===== src/rtl/imm_extend_pipe.sv =====
// Immediate extension stage with an output FIFO.
// Each accepted immediate is extended (zero, sign, upper/LUI or branch) in the
// cycle it is accepted and written to the FIFO tail. Results leave the FIFO
// in acceptance order under a valid/ready handshake. in_ready and out_valid
// come straight from registers, so there is no combinational path from
// out_ready to in_ready.
module imm_extend_pipe #(
    parameter int IN_W  = 16,
    parameter int OUT_W = 32,
    parameter int DEPTH = 2
) (
    input  logic             clk,
    input  logic             rst,
    input  logic             in_valid,
    output logic             in_ready,
    input  logic [IN_W-1:0]  unextended,
    input  logic [1:0]       mode,
    output logic             out_valid,
    input  logic             out_ready,
    output logic [OUT_W-1:0] extended,
    output logic [15:0]      xfer_count
);

    localparam int PTR_W = (DEPTH > 1) ? $clog2(DEPTH) : 1;
    localparam int CNT_W = PTR_W + 1;
    localparam logic [CNT_W-1:0] DEPTH_C = CNT_W'(DEPTH);

    // Extend an immediate according to the 2-bit mode.
    function automatic logic [OUT_W-1:0] extend_imm(input logic [IN_W-1:0] imm,
                                                    input logic [1:0]     m);
        logic [OUT_W-1:0] sx;
        sx = {{(OUT_W-IN_W){imm[IN_W-1]}}, imm};
        case (m)
            2'b00:   extend_imm = {{(OUT_W-IN_W){1'b0}}, imm};
            2'b01:   extend_imm = sx;
            2'b10:   extend_imm = {imm, {(OUT_W-IN_W){1'b0}}};
            2'b11:   extend_imm = {sx[OUT_W-3:0], 2'b00};
            default: extend_imm = {OUT_W{1'b0}};
        endcase
    endfunction

    logic [OUT_W-1:0] mem_r [DEPTH];
    logic [PTR_W-1:0] wr_ptr_r;
    logic [PTR_W-1:0] rd_ptr_r;
    logic [CNT_W-1:0] count_r;
    logic [CNT_W-1:0] count_next_s;
    logic             in_ready_r;
    logic             out_valid_r;
    logic [15:0]      xfer_count_r;
    logic             push_s;
    logic             pop_s;

    assign push_s     = in_valid && in_ready_r;
    assign pop_s      = out_valid_r && out_ready;
    assign in_ready   = in_ready_r;
    assign out_valid  = out_valid_r;
    assign xfer_count = xfer_count_r;

    // Next occupancy from this cycle's push/pop pair.
    always_comb begin
        count_next_s = count_r;
        case ({push_s, pop_s})
            2'b10:   count_next_s = count_r + {{(CNT_W-1){1'b0}}, 1'b1};
            2'b01:   count_next_s = count_r - {{(CNT_W-1){1'b0}}, 1'b1};
            default: count_next_s = count_r;
        endcase
    end

    // Show the head entry, masked to zero while the FIFO is empty.
    always_comb begin
        extended = {OUT_W{1'b0}};
        if (out_valid_r) begin
            extended = mem_r[rd_ptr_r];
        end else begin
            extended = {OUT_W{1'b0}};
        end
    end

    // Storage write at the tail; contents need no reset because of the mask.
    always_ff @(posedge clk) begin
        if (push_s && !rst) begin
            mem_r[wr_ptr_r] <= extend_imm(unextended, mode);
        end
    end

    // Pointers, occupancy, handshake flags and the pop counter.
    always_ff @(posedge clk) begin
        if (rst) begin
            wr_ptr_r     <= {PTR_W{1'b0}};
            rd_ptr_r     <= {PTR_W{1'b0}};
            count_r      <= {CNT_W{1'b0}};
            in_ready_r   <= 1'b1;
            out_valid_r  <= 1'b0;
            xfer_count_r <= 16'h0000;
        end else begin
            if (push_s) begin
                wr_ptr_r <= wr_ptr_r + {{(PTR_W-1){1'b0}}, 1'b1};
            end
            if (pop_s) begin
                rd_ptr_r     <= rd_ptr_r + {{(PTR_W-1){1'b0}}, 1'b1};
                xfer_count_r <= xfer_count_r + 16'h0001;
            end
            count_r     <= count_next_s;
            in_ready_r  <= (count_next_s < DEPTH_C);
            out_valid_r <= (count_next_s != {CNT_W{1'b0}});
        end
    end

endmodule


===== config.mk =====
export PLATFORM = sky130hd
export DESIGN_NAME = imm_extend_pipe
export DESIGN_NICKNAME = d
export VERILOG_FILES = /design/src/rtl/imm_extend_pipe.sv
export SDC_FILE = /design/constraint.sdc
export NUM_CORES = 1
export LEC_CHECK = 0
export CORE_UTILIZATION = 47
export CTS_BUF_LIST = sky130_fd_sc_hd__clkbuf_4 sky130_fd_sc_hd__clkbuf_8 sky130_fd_sc_hd__clkbuf_16
export DETAILED_ROUTE_END_ITERATION = 12
export PLACE_DENSITY_LB_ADDON = 0.05
export SETUP_SLACK_MARGIN = 0.4
export SYNTH_ARGS = -nofsm -noshare
export SYNTH_HDL_FRONTEND = slang
export SYNTH_SLANG_ARGS = --single-unit
export TNS_END_PERCENT = 20

===== constraint.sdc =====
create_clock -name clk -period 3.5 [get_ports clk]
set_input_delay 0.7 -clock clk [delete_from_list [all_inputs] [get_ports clk]]
set_output_delay 0.7 -clock clk [all_outputs]
set_load 0.01 [all_outputs]

==> out/metrics.cfg, run 1 <==
[drt]
routed_wl_microns=7373
viasPerCell=5.063
first_pass_iters=4
dr_total_vias=2491
drt_iter0_drc=71
wl_per_cell_microns=14.99
ant_nets=0
drc=0

[worst_setup_path]
critPathRequiredTime_ns=2.80
rr_startpoint=out_valid$_SDFF_PP0_
cp_max_fo=20
arrival_ns=2.01
cp-end-kind=output port
r2r_cells=6
critPathLaunch=out_valid$_SDFF_PP0_
worstSetupPathType=flop to output port
start_kind=flop

[hold_path]
hp-class=flop to flop
worstHoldStart=xfer_count[15]$_SDFFE_PP0P_
min_delay_path_depth=2

[floorplanning]
die_w_microns=92.27
coreArea_sq_mm=0.007807
die_area_sq_mm=0.008514
die_h_microns=92.27
num_rows=32
io-pin-count=72
start_util=0.4905

[cts]
htreeDepth=3
hold_buffers=0
cts_setup_buffers=0
root_buffer=clkbuf_8
clockBufferDepth=2
cts_buffers=9
clkLatencyLatePin_ns=0.34
clk_pin_slew_worst_paths_ns=0.09
clock_sinks=87
cts_tree=built
cts_resized=0

[sta]
setup-violations-final=0
rsz0062_at_grt=no
finClkSkew_ns=0.007133
post-route-period-util=0.7754
worst_pin_slew_ns=0.5627
fin_setup_tns_ns=0
finalHoldViolations=0
maxSlewViolCount=0
period_minus_slack_ns=2.714
slew-limit-headroom=0.6248
max_freq_mhz=368.5

[global_routing]
grt_pass1_vias=2409
antenna_found_initial=0
grt_pass1_wl_microns=11760
grt_max_degree=33
grtUsageTotal=0.1807
grt-ovfl-total=0

[yosys]
seq_area_frac_synth=0.6220
async_flop_share=0
synthAdderAreaFrac=0.006534
synth_cells=315
synth-seq-cells=87
synth_edf_count=64
syn_nets=339
synth_top_family_by_area=simple AND/OR/NAND/NOR gates
synth_flop_cell=edfxtp_1
yosys.cell_types.count=32
synthMuxAreaShare=0.08886
yosys.area_share.simple=0.1441
yosysWarnings=0
synth_xor_area_frac=0.03202
avgSynthCellArea_sq_um=12.16
synth_compound_area_frac=0.06534
netlist_area_sq_mm=0.003830

[power_and_ir_drop]
cellPowerDensity_mw_per_mm2=568.5
power_frac_seq=0.466
total_leakage_power_nw=1.749
p_sw_w=0.0007549
p_sw_frac=0.2744
p_total_w=0.002751
ir_drop_mv=0.2234
intPower_w=0.001997
comb_power_share=0.278
clkPwrFrac=0.256

[job]
max_cap_violations=0

[placed_design]
dp_hpwl_microns=4977
gp_congestion=0.7127
io_buffers=71

[outcome]
status=complete, no violations

[final_layout]
diodes=0
final_nets=409
area_growth_pct=26.36
layout-drive-gt1-share=0.07179

-- state kept, by name (all words and copies together), names as in the netlist, named ones only --
register and flops:
mem_r 64, xfer_count 16, in_ready 1, count_r 2
rd_ptr_r 1, wr_ptr_r 1, out_valid 1
-- area by class of cell --
cell class,count,area [sq um]
inverters,15,56.30
repair buffers,78,763.2
fillers,638,2968
clock inverters,5,57.56
flip-flops and latches,87,2384
multi-input cells,194,1306
clock buffers,11,145.1
well taps,102,127.6
-- cells in the mapped netlist, types with 4 or more instances --
master / n / area (sq um)
or3_1: 5 / 31.28
nand3_1: 4 / 20.02
dfxtp_1: 23 / 460.4
mux2i_1: 34 / 340.3
xor2_1: 9 / 78.83
edfxtp_1: 64 / 1922
o21ai_1: 18 / 90.09
clkbuf_1: 11 / 41.29
xnor2_1: 5 / 43.79
nor2_1: 18 / 67.56
a21oi_1: 6 / 30.03
nand4_1: 4 / 25.02
nand2_1: 21 / 78.83
nor2b_1: 35 / 219.0
inv_1: 15 / 56.30
a21o_1: 15 / 112.6
-- final timing paths --
kind / to / slack, ns
setup / recovery: extended[22] / 0.79
hold reg to reg: xfer_count[15]$_SDFFE_PP0P_ / 0.49
hold / removal: xfer_count[15]$_SDFFE_PP0P_ / 0.49
setup reg to reg: out_valid$_SDFF_PP0_ / 1.27
-- worst max-delay path: stages (launching register included) --
cell	delay [ns]
dfxtp_1	0.62
buf_4	0.31
nor2b_1	0.19
clkdlybuf4s50_1	0.55
-- cell usage in the layout, fill, tap and decap left out, types with 2 or more instances in the layout --
cell | synthesis | final
edfxtp_1 | 64 | 64
o21ai_0 | 2 | 2
xor2_1 | 9 | 9
o21ai_1 | 18 | 18
nand2_1 | 21 | 21
clkbuf_8 | 0 | 10
nor3_1 | 3 | 2
or3_1 | 5 | 5
and2_1 | 3 | 3
and4_1 | 3 | 3
xnor2_1 | 5 | 5
dfxtp_1 | 23 | 22
buf_4 | 1 | 7
clkdlybuf4s50_1 | 0 | 71
inv_1 | 15 | 15
nand3_1 | 4 | 4
mux2i_1 | 34 | 34
ha_1 | 2 | 2
nor2b_1 | 35 | 35
nor2_1 | 18 | 18
a21o_1 | 15 | 15
a21oi_1 | 6 | 6
nand4_1 | 4 | 4
-- power by group through the flow --
stage	logic, W	registers [W]	clock network (W)
after floorplan	0.000439	0.00129	0
after global placement	0.000769	0.00130	0
after detailed placement	0.000779	0.00131	0
after CTS	0.000781	0.00128	0.000716
after global routing	0.000830	0.00130	0.000750
final	0.000766	0.00128	0.000704
-- stage by stage --
| step | setup slack, ns | hold slack, ns | instance area, sq um | cells | util |
|---|---|---|---|---|---|
| floorplan | 0.009739 | 0.4813 | 3835 | 315 | - |
| global placement | 1.049 | 0.4693 | 4637 | 476 | 0.5939 |
| detailed placement | 1.006 | 0.4812 | 4637 | 476 | 0.5939 |
| CTS | 0.7028 | 0.4937 | 4840 | 492 | 0.6199 |
| global route | 0.5719 | 0.5424 | 4840 | 492 | 0.6199 |
| finish | 0.7861 | 0.4906 | 4840 | 492 | 0.6199 |
-- routing by layer --
layer	GRT usage	wire length (microns)	vias up	part of all wire
met3	0.03400	332	12	0.045
li1	-	-	1237	-
met4	0.07943	110	0	0.015
met1	0.2224	3367	1187	0.46
met5	0	0	-	0
met2	0.3091	3562	55	0.48
-- cells by family (layout without fill, tap and decap cells) --
group / count (synthesis) / in the layout
muxes: 34 / 34
DFF: 87 / 87
adders and majority gates: 2 / 2
buffers and inverters: 34 / 109
xor gates and xnor gates: 14 / 14
and+or+nand+nor: 102 / 102
AOI/OAI and AO/OA: 42 / 42
Note: power is estimated with default switching activity, not from simulation.
==> run 2, diff against run 1 <==
clock period = 2.3 ns   (was 3.5 ns; I/O delays follow)
==> out/metrics.cfg, run 2 (same netlist as run 1, synthesis figures left out) <==
[floorplanning]
die_area_sq_mm=0.008514
die_h_microns=92.27
start_util=0.4905
coreArea_sq_mm=0.007807
num_rows=32
io-pin-count=72
die_w_microns=92.27

[sta]
rsz0062_at_grt=yes
setup_slack_ns=0.2334
fin_setup_tns_ns=0
period_minus_slack_ns=2.067
setup-violations-final=0
worst_pin_slew_ns=0.9956
finalHoldViolations=0
finClkSkew_ns=0.01170
slew-limit-headroom=0.3349
maxSlewViolCount=0
max_freq_mhz=483.9
post-route-period-util=0.8985
worst_hold_slack_ns=0.5087

[worst_setup_path]
rr_endpoint=xfer_count[15]$_SDFFE_PP0P_
critPathRequiredTime_ns=1.84
arrival_ns=1.61
start_kind=flop
cp-end-kind=output port
r2r_setup_slack_ns=0.61
r2r_cells=4
cp_max_fo=7
worstSetupPathType=flop to output port
rr_startpoint=xfer_count[3]$_SDFFE_PP0P_

[final_layout]
diodes=0
final_nets=434
mostFrequentLayoutCells=edfxtp_1 (64), clkdlybuf4s50_1 (39), nor2b_1 (35)
area_growth_pct=34.79
final_common_cell=edfxtp_1
largest_register_ffs=64
fillCellCount=605
regMostFlops=mem_r
layout-drive-gt1-share=0.1687

[global_routing]
grt_pass1_vias=2558
antenna_found_initial=0
grt_pass1_wl_microns=12720
grtUsageTotal=0.1976
grt_max_degree=33
grt-ovfl-total=0

[drt]
drc=0
routed_wl_microns=7825
drt_iter0_drc=127
drt-met1-wl_microns=3409
wl_per_cell_microns=15.14
first_pass_iters=4
wl_met2_microns=3957
wl_met3_microns=364
ant_nets=0
viasPerCell=5.056
dr_total_vias=2614
highest_layer=met4

[hold_path]
whs_endpoint=xfer_count[15]$_SDFFE_PP0P_
hp-class=flop to flop
min_delay_path_depth=2
worstHoldStart=xfer_count[15]$_SDFFE_PP0P_

[cts]
cts_buffers=9
htreeDepth=3
root_buffer=clkbuf_8
cts_tree=built
clkLatencyLatePin_ns=0.35
clk_pin_slew_worst_paths_ns=0.09
clockBufferDepth=2
clock_sinks=87
hold_buffers=0

[power_and_ir_drop]
total_leakage_power_nw=2.087
cellPowerDensity_mw_per_mm2=851.7
ir_drop_mv=0.4123

[placed_design]
dp_hpwl_microns=5216
io_buffers=71
preCtsSetupSlack_ns=0.1012
gp_congestion=0.7475

[job]
max_cap_violations=0

[outcome]
status=complete, no violations

run 2: cell count changes in the layout (fill, tap and decap cells not counted), sizes merged:
cell,previous run,this run
buf,7,39
clkbuf,11,13
clkdlybuf4s50,71,39
clkinv,2,3
clkinvlp,1,2
dlygate4sd2,0,16
dlymetal6s2s,0,6
inv,16,15
run 2: where the power goes:
part	switching [W]	total, W	internal [W]	leakage (nW)
Sequential	0.0000948	0.00197	0.00187	0.782
Combinational	0.000604	0.00139	0.000783	1.21
Clock	0.000534	0.00104	0.000509	0.0910
run 2: per-layer routing:
metal | GRT usage | vias up
met3 | 0.04561 | 7
li1 | - | 1294
met5 | 0 | -
met2 | 0.3352 | 62
met4 | 0.06250 | 0
met1 | 0.2503 | 1251
run 2: cell type report:
class / instances / area, sq um / area share
Inverter: 15 / 56.30 / 0.01091
Tap cell: 102 / 127.6 / 0.02472
Multi-Input combinational cell: 194 / 1359 / 0.2632
Clock buffer: 10 / 131.4 / 0.02545
Sequential cell: 87 / 2387 / 0.4624
Clock inverter: 6 / 61.31 / 0.01188
Timing Repair Buffer: 103 / 1040 / 0.2014
run 2: what timing repair did:
action | in CTS | in global routing
buffers inserted | 9 | 7
hold endpoints to repair | 0 | 0
gates cloned | 2 | 0
endpoints found under the setup margin | 32 | 61
gates resized for setup | 62 | 24
run 2: metrics by stage:
stage	instances	area, sq um	util	total power, W
detailed placement	483	4736	0.6066	0.003238
finish	517	5162	0.6612	0.004397
global placement	483	4736	0.6066	0.003220
floorplan	315	3855	-	0.002647
global route	517	5162	0.6612	0.004615
CTS	510	5095	0.6526	0.004384
run 2: how the worst max path moves through the flow:
stage | startpoint | endpoint
after CTS | flop | extended[6]
after global placement | mode[0] | mem_r[0][28]$_DFFE_PP_
after floorplan | in_valid | mem_r[1][0]$_DFFE_PP_
final | flop | extended[10]
after global routing | flop | extended[16]
after detailed placement | mode[0] | mem_r[0][26]$_DFFE_PP_
run 2: worst max-delay path, cell delays in order, from the launching register on:
cell and delay, ns:
dfxtp_4 0.45, buf_4 0.16, buf_12 0.11, mux2i_2 0.20
nor2b_1 0.06, dlygate4sd2_1 0.28
